`src/rtl/ex_wb_port_arbiter.sv`:
```
// Register-file write-port arbiter: buffered LSU load returns vs. EX ALU/MULT results.
// Optional performance counters are enabled by defining EX_WB_ARB_PERF_EN.
module ex_wb_port_arbiter #(
  parameter int LSU_DEPTH  = 2,
  parameter int STARVE_MAX = 3
) (
  input  logic        clk,
  input  logic        rst,
  input  logic        wb_ready_i,
  input  logic        alu_valid_i,
  input  logic [5:0]  alu_waddr_i,
  input  logic [31:0] alu_wdata_i,
  output logic        alu_ready_o,
  input  logic        lsu_valid_i,
  input  logic [5:0]  lsu_waddr_i,
  input  logic [31:0] lsu_wdata_i,
  output logic        lsu_ready_o,
  output logic        regfile_we_o,
  output logic [5:0]  regfile_waddr_o,
  output logic [31:0] regfile_wdata_o,
`ifdef EX_WB_ARB_PERF_EN
  output logic [15:0] conflict_cnt_o,
  output logic [15:0] lsu_full_cnt_o,
`endif
  output logic        starve_o
);

  localparam int PTR_W = (LSU_DEPTH > 1) ? $clog2(LSU_DEPTH) : 1;
  localparam int CNT_W = $clog2(LSU_DEPTH + 1);
  localparam int STV_W = $clog2(STARVE_MAX + 1);

  localparam logic [PTR_W-1:0] PTR_LAST = PTR_W'(LSU_DEPTH - 1);
  localparam logic [CNT_W-1:0] DEPTH_C  = CNT_W'(LSU_DEPTH);
  localparam logic [STV_W-1:0] STARVE_C = STV_W'(STARVE_MAX);

  logic [5:0]       fifo_addr [LSU_DEPTH];
  logic [31:0]      fifo_data [LSU_DEPTH];
  logic [PTR_W-1:0] rd_ptr;
  logic [PTR_W-1:0] wr_ptr;
  logic [CNT_W-1:0] count;
  logic [STV_W-1:0] starve_cnt;

  logic fifo_empty;
  logic push;
  logic alu_grant;
  logic lsu_grant;

  assign fifo_empty  = (count == '0);
  // Ready depends on occupancy only; a same-cycle pop never frees a slot early.
  assign lsu_ready_o = (count < DEPTH_C);
  assign push        = lsu_valid_i & lsu_ready_o;
  assign starve_o    = (starve_cnt == STARVE_C);

  always_comb begin
    alu_grant = 1'b0;
    lsu_grant = 1'b0;
    if (wb_ready_i) begin
      if (alu_valid_i && (fifo_empty || starve_o)) begin
        alu_grant = 1'b1;
      end else if (!fifo_empty) begin
        lsu_grant = 1'b1;
      end
    end
  end

  assign alu_ready_o = alu_grant;

  always_ff @(posedge clk) begin
    if (push) begin
      fifo_addr[wr_ptr] <= lsu_waddr_i;
      fifo_data[wr_ptr] <= lsu_wdata_i;
    end
  end

  always_ff @(posedge clk or posedge rst) begin
    if (rst) begin
      rd_ptr <= '0;
      wr_ptr <= '0;
      count  <= '0;
    end else begin
      if (push) begin
        wr_ptr <= (wr_ptr == PTR_LAST) ? '0 : wr_ptr + 1'b1;
      end
      if (lsu_grant) begin
        rd_ptr <= (rd_ptr == PTR_LAST) ? '0 : rd_ptr + 1'b1;
      end
      case ({push, lsu_grant})
        2'b10:   count <= count + 1'b1;
        2'b01:   count <= count - 1'b1;
        default: count <= count;
      endcase
    end
  end

  // Counts ALU-waiting cycles, including those stalled by the write port itself.
  always_ff @(posedge clk or posedge rst) begin
    if (rst) begin
      starve_cnt <= '0;
    end else if (!alu_valid_i || alu_grant) begin
      starve_cnt <= '0;
    end else if (!starve_o) begin
      starve_cnt <= starve_cnt + 1'b1;
    end
  end

  // Writes to x0 still consume the grant but never assert the enable.
  always_ff @(posedge clk or posedge rst) begin
    if (rst) begin
      regfile_we_o    <= 1'b0;
      regfile_waddr_o <= '0;
      regfile_wdata_o <= '0;
    end else if (alu_grant) begin
      regfile_we_o    <= (alu_waddr_i != 6'd0);
      regfile_waddr_o <= alu_waddr_i;
      regfile_wdata_o <= alu_wdata_i;
    end else if (lsu_grant) begin
      regfile_we_o    <= (fifo_addr[rd_ptr] != 6'd0);
      regfile_waddr_o <= fifo_addr[rd_ptr];
      regfile_wdata_o <= fifo_data[rd_ptr];
    end else begin
      regfile_we_o    <= 1'b0;
    end
  end

`ifdef EX_WB_ARB_PERF_EN
  always_ff @(posedge clk or posedge rst) begin
    if (rst) begin
      conflict_cnt_o <= '0;
      lsu_full_cnt_o <= '0;
    end else begin
      if (alu_valid_i && !fifo_empty && wb_ready_i && (conflict_cnt_o != 16'hFFFF)) begin
        conflict_cnt_o <= conflict_cnt_o + 16'd1;
      end
      if (lsu_valid_i && !lsu_ready_o && (lsu_full_cnt_o != 16'hFFFF)) begin
        lsu_full_cnt_o <= lsu_full_cnt_o + 16'd1;
      end
    end
  end
`endif

endmodule

```
`config.mk`:
```
export PLATFORM = sky130hd
export DESIGN_NAME = ex_wb_port_arbiter
export DESIGN_NICKNAME = d
export VERILOG_FILES = /design/src/rtl/ex_wb_port_arbiter.sv
export SDC_FILE = /design/constraint.sdc
export NUM_CORES = 1
export LEC_CHECK = 0
export CAP_MARGIN = 25
export CORE_MARGIN = 2
export CORE_UTILIZATION = 35
export CTS_CLUSTER_SIZE = 24
export DETAILED_ROUTE_END_ITERATION = 8
export GPL_TIMING_DRIVEN = 0
export SLEW_MARGIN = 10
export SYNTH_ARGS = -nofsm -noshare
export SYNTH_HDL_FRONTEND = slang
export SYNTH_SLANG_ARGS = --single-unit
```
`constraint.sdc`:
```
create_clock -name clk -period 3.2 [get_ports clk]
set_clock_uncertainty 0.1 [all_clocks]
set_input_delay 0.8 -clock clk [delete_from_list [all_inputs] [get_ports clk]]
set_output_delay 0.8 -clock clk [all_outputs]
set_load 0.03 [all_outputs]
```
After elaboration in Yosys (flattened, before gate mapping):

Memories as Yosys holds them, arrays and structs flattened.
Index checks and enable logic that the tools add are counted.

* eq/ne operators: 4
* mux-type cells: 18
* reduce and logical (&&, ||, !) cells: 9
* add/subtract/negate cells: 5
* $lt $le $gt $ge: 1
* bitwise logic cells: 1

Operators by type and width (count)
* $mux W32: 2
* $mux W6: 2
* $reduce_bool A6 Y1: 2
* $mux W1: 11
* $add A2 B1 Y2 const B: 2
* $eq A2 B2 Y1 const B: 2
* $mux W2: 2
* $pmux W2 S2: 1
* $reduce_bool A2 Y1: 2
* $add A1 B1 Y1 const B: 2
* $eq A2 B1 Y1 const B: 1
* $logic_not A2 Y1: 1
* $logic_or A1 B1 Y1: 2
* $lt A2 B2 Y1 const B: 1
* $ne A2 B1 Y1 const B: 1
* $sub A2 B1 Y2 const B: 1
* $and A1 B1 Y1: 1
* $logic_and A1 B1 Y1: 1
* $logic_not A1 Y1: 1

* word-level logic and storage cells: 47
* output and inout bits: 42
* memories: 2
* flip-flop bits (word level): 45
* bits of input ports: 81
* memory bits (writable): 76

Memories
* fifo_data: words 2, width 32, read ports 1, clocked after Yosys merged registers in 0, write ports 1, RTL line 37 `logic [31:0] fifo_data [LSU_DEPTH];`
* fifo_addr: words 2, width 6, read ports 1, clocked after Yosys merged registers in 0, write ports 1, RTL line 36 `logic [5:0] fifo_addr [LSU_DEPTH];`

Depth between registers and ports, before layout:

* word-level depth: 7
* depth in mapped cells: 7
* depth with buffers taken out: 6

Least setup slack after synthesis:

Ideal clock, no wire load.

* path type: input -> register
* start: input port lsu_valid_i
* end: memory fifo_addr[0][0] (enable)
* stages on the path: 2
* setup time: 0.433 ns
* required time: 2.667 ns
* arrival: 2.518 ns
* setup slack: 0.148 ns
* buffers on the path: 0
* cell sequence: nand2_1 nor2_1

* longest elaborated chain between the ends: 3

Ends and longest elaborated chain
* from (decl): RTL line 14 `input logic lsu_valid_i,`
* $and A1 B1 Y1: RTL line 51 `assign push = lsu_valid_i & lsu_ready_o;`
* $mux W1: RTL line 69 `if (push) begin`
* $mux W1 (not written as such): RTL line 70 `fifo_addr[wr_ptr] <= lsu_waddr_i;`
* to (decl): RTL line 36

Every way passes these cells.

Final worst setup path:

* start: input port alu_valid_i
* end: output port alu_ready_o

* longest elaborated chain between the ends: 3

Ends and longest elaborated chain
* from (decl): RTL line 10 `input logic alu_valid_i,`
* $logic_and A1 B1 Y1: RTL line 58 `if (alu_valid_i && (fifo_empty || starve_o)) begin`
* $mux W1: RTL line 58
* $mux W1: RTL line 57 `if (wb_ready_i) begin`
* to (decl): RTL line 13 `output logic alu_ready_o,`

Every way passes these cells.

==> results.py <==
metrics = {
    "status": {
        "outcome": "finished, final reports clean",
    },
    "route": {
        "drc": 0,
        "final_antenna_net_count": 0,
        "drt_iter0_drc": 146,
        "avgRoutedWirePerCell_um": 17.0,
        "wl_mm": 10.6,
        "routed_via_density": 4.58,
        "dr.pass1.iters": 4,
        "vias": 2858,
    },
    "setup_path": {
        "regToRegSetupSlack_ns": 1.20,
        "r2r.worst_path.cells": 6,
        "cp_max_fo": 10,
        "critPathCaptureType": "primary output",
        "critical_path_class": "primary input to primary output",
        "arrival_ns": 2.18,
        "start_kind": "primary input",
        "timing.rr.end": "count[1]$_DFFE_PP0P_",
        "critical_path_required_ns": 2.30,
        "r2r_start": "count[0]$_DFFE_PP0P_",
    },
    "global_route": {
        "grt_overflow": 0,
        "grt_max_degree": 24,
        "antenna_found_initial": 0,
        "track_usage": 0.138,
        "grt_pass1_vias": 3115,
        "grt_pass1_wl_mm": 16.7,
    },
    "logic_synthesis": {
        "avgSynthCellArea_sq_um": 19.2,
        "synth_flop_cell": "edfxtp_1",
        "ys_seq_elements": 121,
        "synth_cell_types": 25,
        "synth_async_sr_flop_share": 0.372,
        "netlist_area_sq_mm": 0.00535,
        "synth_top_area_cell": "edfxtp_1",
        "synth_edf_count": 76,
        "syn_nets": 362,
        "synth_top_area_share": 0.427,
        "synth.top_cells.by_area": "edfxtp_1 (43%), dfrtp_1 (21%), mux2_4 (21%), mux2_2 (8.4%), buf_12 (1.5%)",
        "yosysWarningCount": 0,
        "synthCells": 279,
        "ys_seq_area_frac": 0.637,
    },
    "die": {
        "coreArea_sq_mm": 0.0151,
        "die_w_um": 128,
        "floorplan.die_area_sq_mm": 0.0163,
        "core.rowCount": 45,
        "initial_core_util": 0.354,
        "die_h_um": 128,
        "io_pins": 123,
    },
    "worst_hold_path": {
        "whs_endpoint": "count[0]$_DFFE_PP0P_",
        "min_path_cells": 1,
        "hold_start": "count[0]$_DFFE_PP0P_",
        "min_path_type": "register to register",
    },
    "final_layout": {
        "drive_gt1_frac": 0.376,
        "final_cells": 624,
        "utilization": 0.500,
        "syn2layout_area_growth_pct": 41.0,
        "diodes": 0,
        "nets": 506,
    },
    "timing": {
        "period_minus_slack_ns": 3.08,
        "post-route-period-util": 0.964,
        "grt_setup_unrepaired": "no",
        "tns_ns": 0,
        "hold_violations": 0,
        "worstMarginPinSlew_ns": 0.675,
        "slew_headroom": 0.549,
        "finalSetupViolCount": 0,
        "slew_violations": 0,
        "whs_ns": 0.438,
        "fmax_mhz": 324,
    },
    "cts": {
        "cts_hold_buf": 0,
        "cts_buffer_depth": 2,
        "htree_num_levels": 4,
        "cts_tree": "yes",
        "cts_sinks": 121,
        "cts_made_buffers": 17,
        "root_buffer": "clkbuf_16",
        "clk_pin_slew_ns": 0.05,
        "postCtsSetupBuffers": 0,
        "clock_latency_ns": 0.40,
    },
    "run": {
        "max-cap-violations": 0,
    },
    "power": {
        "p_leak_nw": 3.03,
        "max-vdd-ir-drop_v": 0.000499,
        "power_density_mw_per_mm2": 999,
    },
    "placement": {
        "gp_congestion": 0.699,
        "dp.cells": 592,
        "port_buffers": 122,
        "place_hpwl_mm": 7.17,
    },
}
-- final cells by class --
type | count | area (sq um)
multi-input combinational | 142 | 1780
tap | 188 | 235
timing repair buffer | 125 | 1300
clock buffer | 18 | 439
clock inverter | 14 | 203
inverter | 3 | 11.3
buffer | 13 | 166
fill | 1302 | 7550
sequential | 121 | 3410
-- report_power, final --
part           internal, mW  total [mW]  switching [mW]  leakage [nW]
Clock                  1.39        2.05           0.661         0.304
Combinational          1.76        3.11            1.35          1.50
Sequential             2.17        2.37           0.203          1.23
-- timing repair --
item	4_1_cts	5_1_grt
setup endpoints to repair	1	1
resized for setup	4	1
endpoints found under the hold margin	0	0
-- worst max-delay path by stage --
stage | startpoint | endpoint | slack (ns) | cells past startpoint
global route | alu_valid_i | alu_ready_o | 0.03 | 5
floorplan | lsu_valid_i | fifo_addr[0][0]$_DFFE_PP_ | 0.15 | 2
CTS | alu_valid_i | alu_ready_o | 0.02 | 5
finish | alu_valid_i | alu_ready_o | 0.12 | 5
global placement | lsu_valid_i | fifo_data[0][1]$_DFFE_PP_ | -1.57 | 3
detailed placement | alu_valid_i | alu_ready_o | -0.38 | 5
-- per-layer routing --
layer	vias up	routed length, um	GRT usage
li1	1341	-	-
met1	1428	4670	0.171
met2	81	5230	0.223
met3	8	566	0.0486
met4	0	120	0.0478
met5	-	0	0
-- metrics by stage --
stage                     setup WS (ns)  instance area [sq um]  total power, mW
after floorplan                   0.148                   5350             4.55
after global placement            -1.57                   6800             5.46
after detailed placement         -0.376                   6890             5.56
after CTS                        0.0235                   7530             7.65
after global routing             0.0286                   7540             7.91
final                             0.116                   7540             7.53
-- layout by cell type (no fill, tap or decap), drive strengths merged --
master / n
clkinvlp: 3
nand3: 1
ha: 2
clkbuf: 18
buf: 16
a221oi: 1
nor3: 2
clkdlybuf4s50: 121
o21ai: 1
xor2: 1
inv: 3
clkdlybuf4s15: 1
dfrtp: 45
a21oi: 1
clkinv: 6
nor4: 2
o2bb2ai: 1
o211ai: 1
and3: 3
xnor2: 5
nor2: 4
nand2: 1
bufinv: 5
or4: 1
mux2: 115
edfxtp: 76
-- cells in the mapped netlist (2+ instances only) --
master,count
buf_4,3
nor3_1,2
nor2_1,4
inv_1,3
buf_6,5
nor4_1,2
dfrtp_1,45
mux2_2,40
buf_12,4
xnor2_1,5
ha_1,2
and3_1,3
mux2_4,74
edfxtp_1,76
-- critical path: stages --
cell	delay, ns
clkdlybuf4s50_1	0.62
o211ai_4	0.17
buf_4	0.23
inv_1	0.07
clkdlybuf4s15_2	0.29
-- flip-flops by register name, indices dropped and copies added, names as in the netlist --
signal / cells
rd_ptr: 1
wr_ptr: 1
fifo_data: 64
regfile_waddr_o: 6
regfile_we_o: 1
regfile_wdata_o: 32
count: 2
starve_cnt: 2
fifo_addr: 12
-- kinds of logic after synthesis --
family / synth area share
compound gates: 0.00749
simple gates: 0.0136
mux: 0.294
fa+ha+maj: 0.00468
xor+xnor: 0.00983
flops: 0.637
buf+inv: 0.0328
Note: power is estimated with default switching activity, not from simulation.
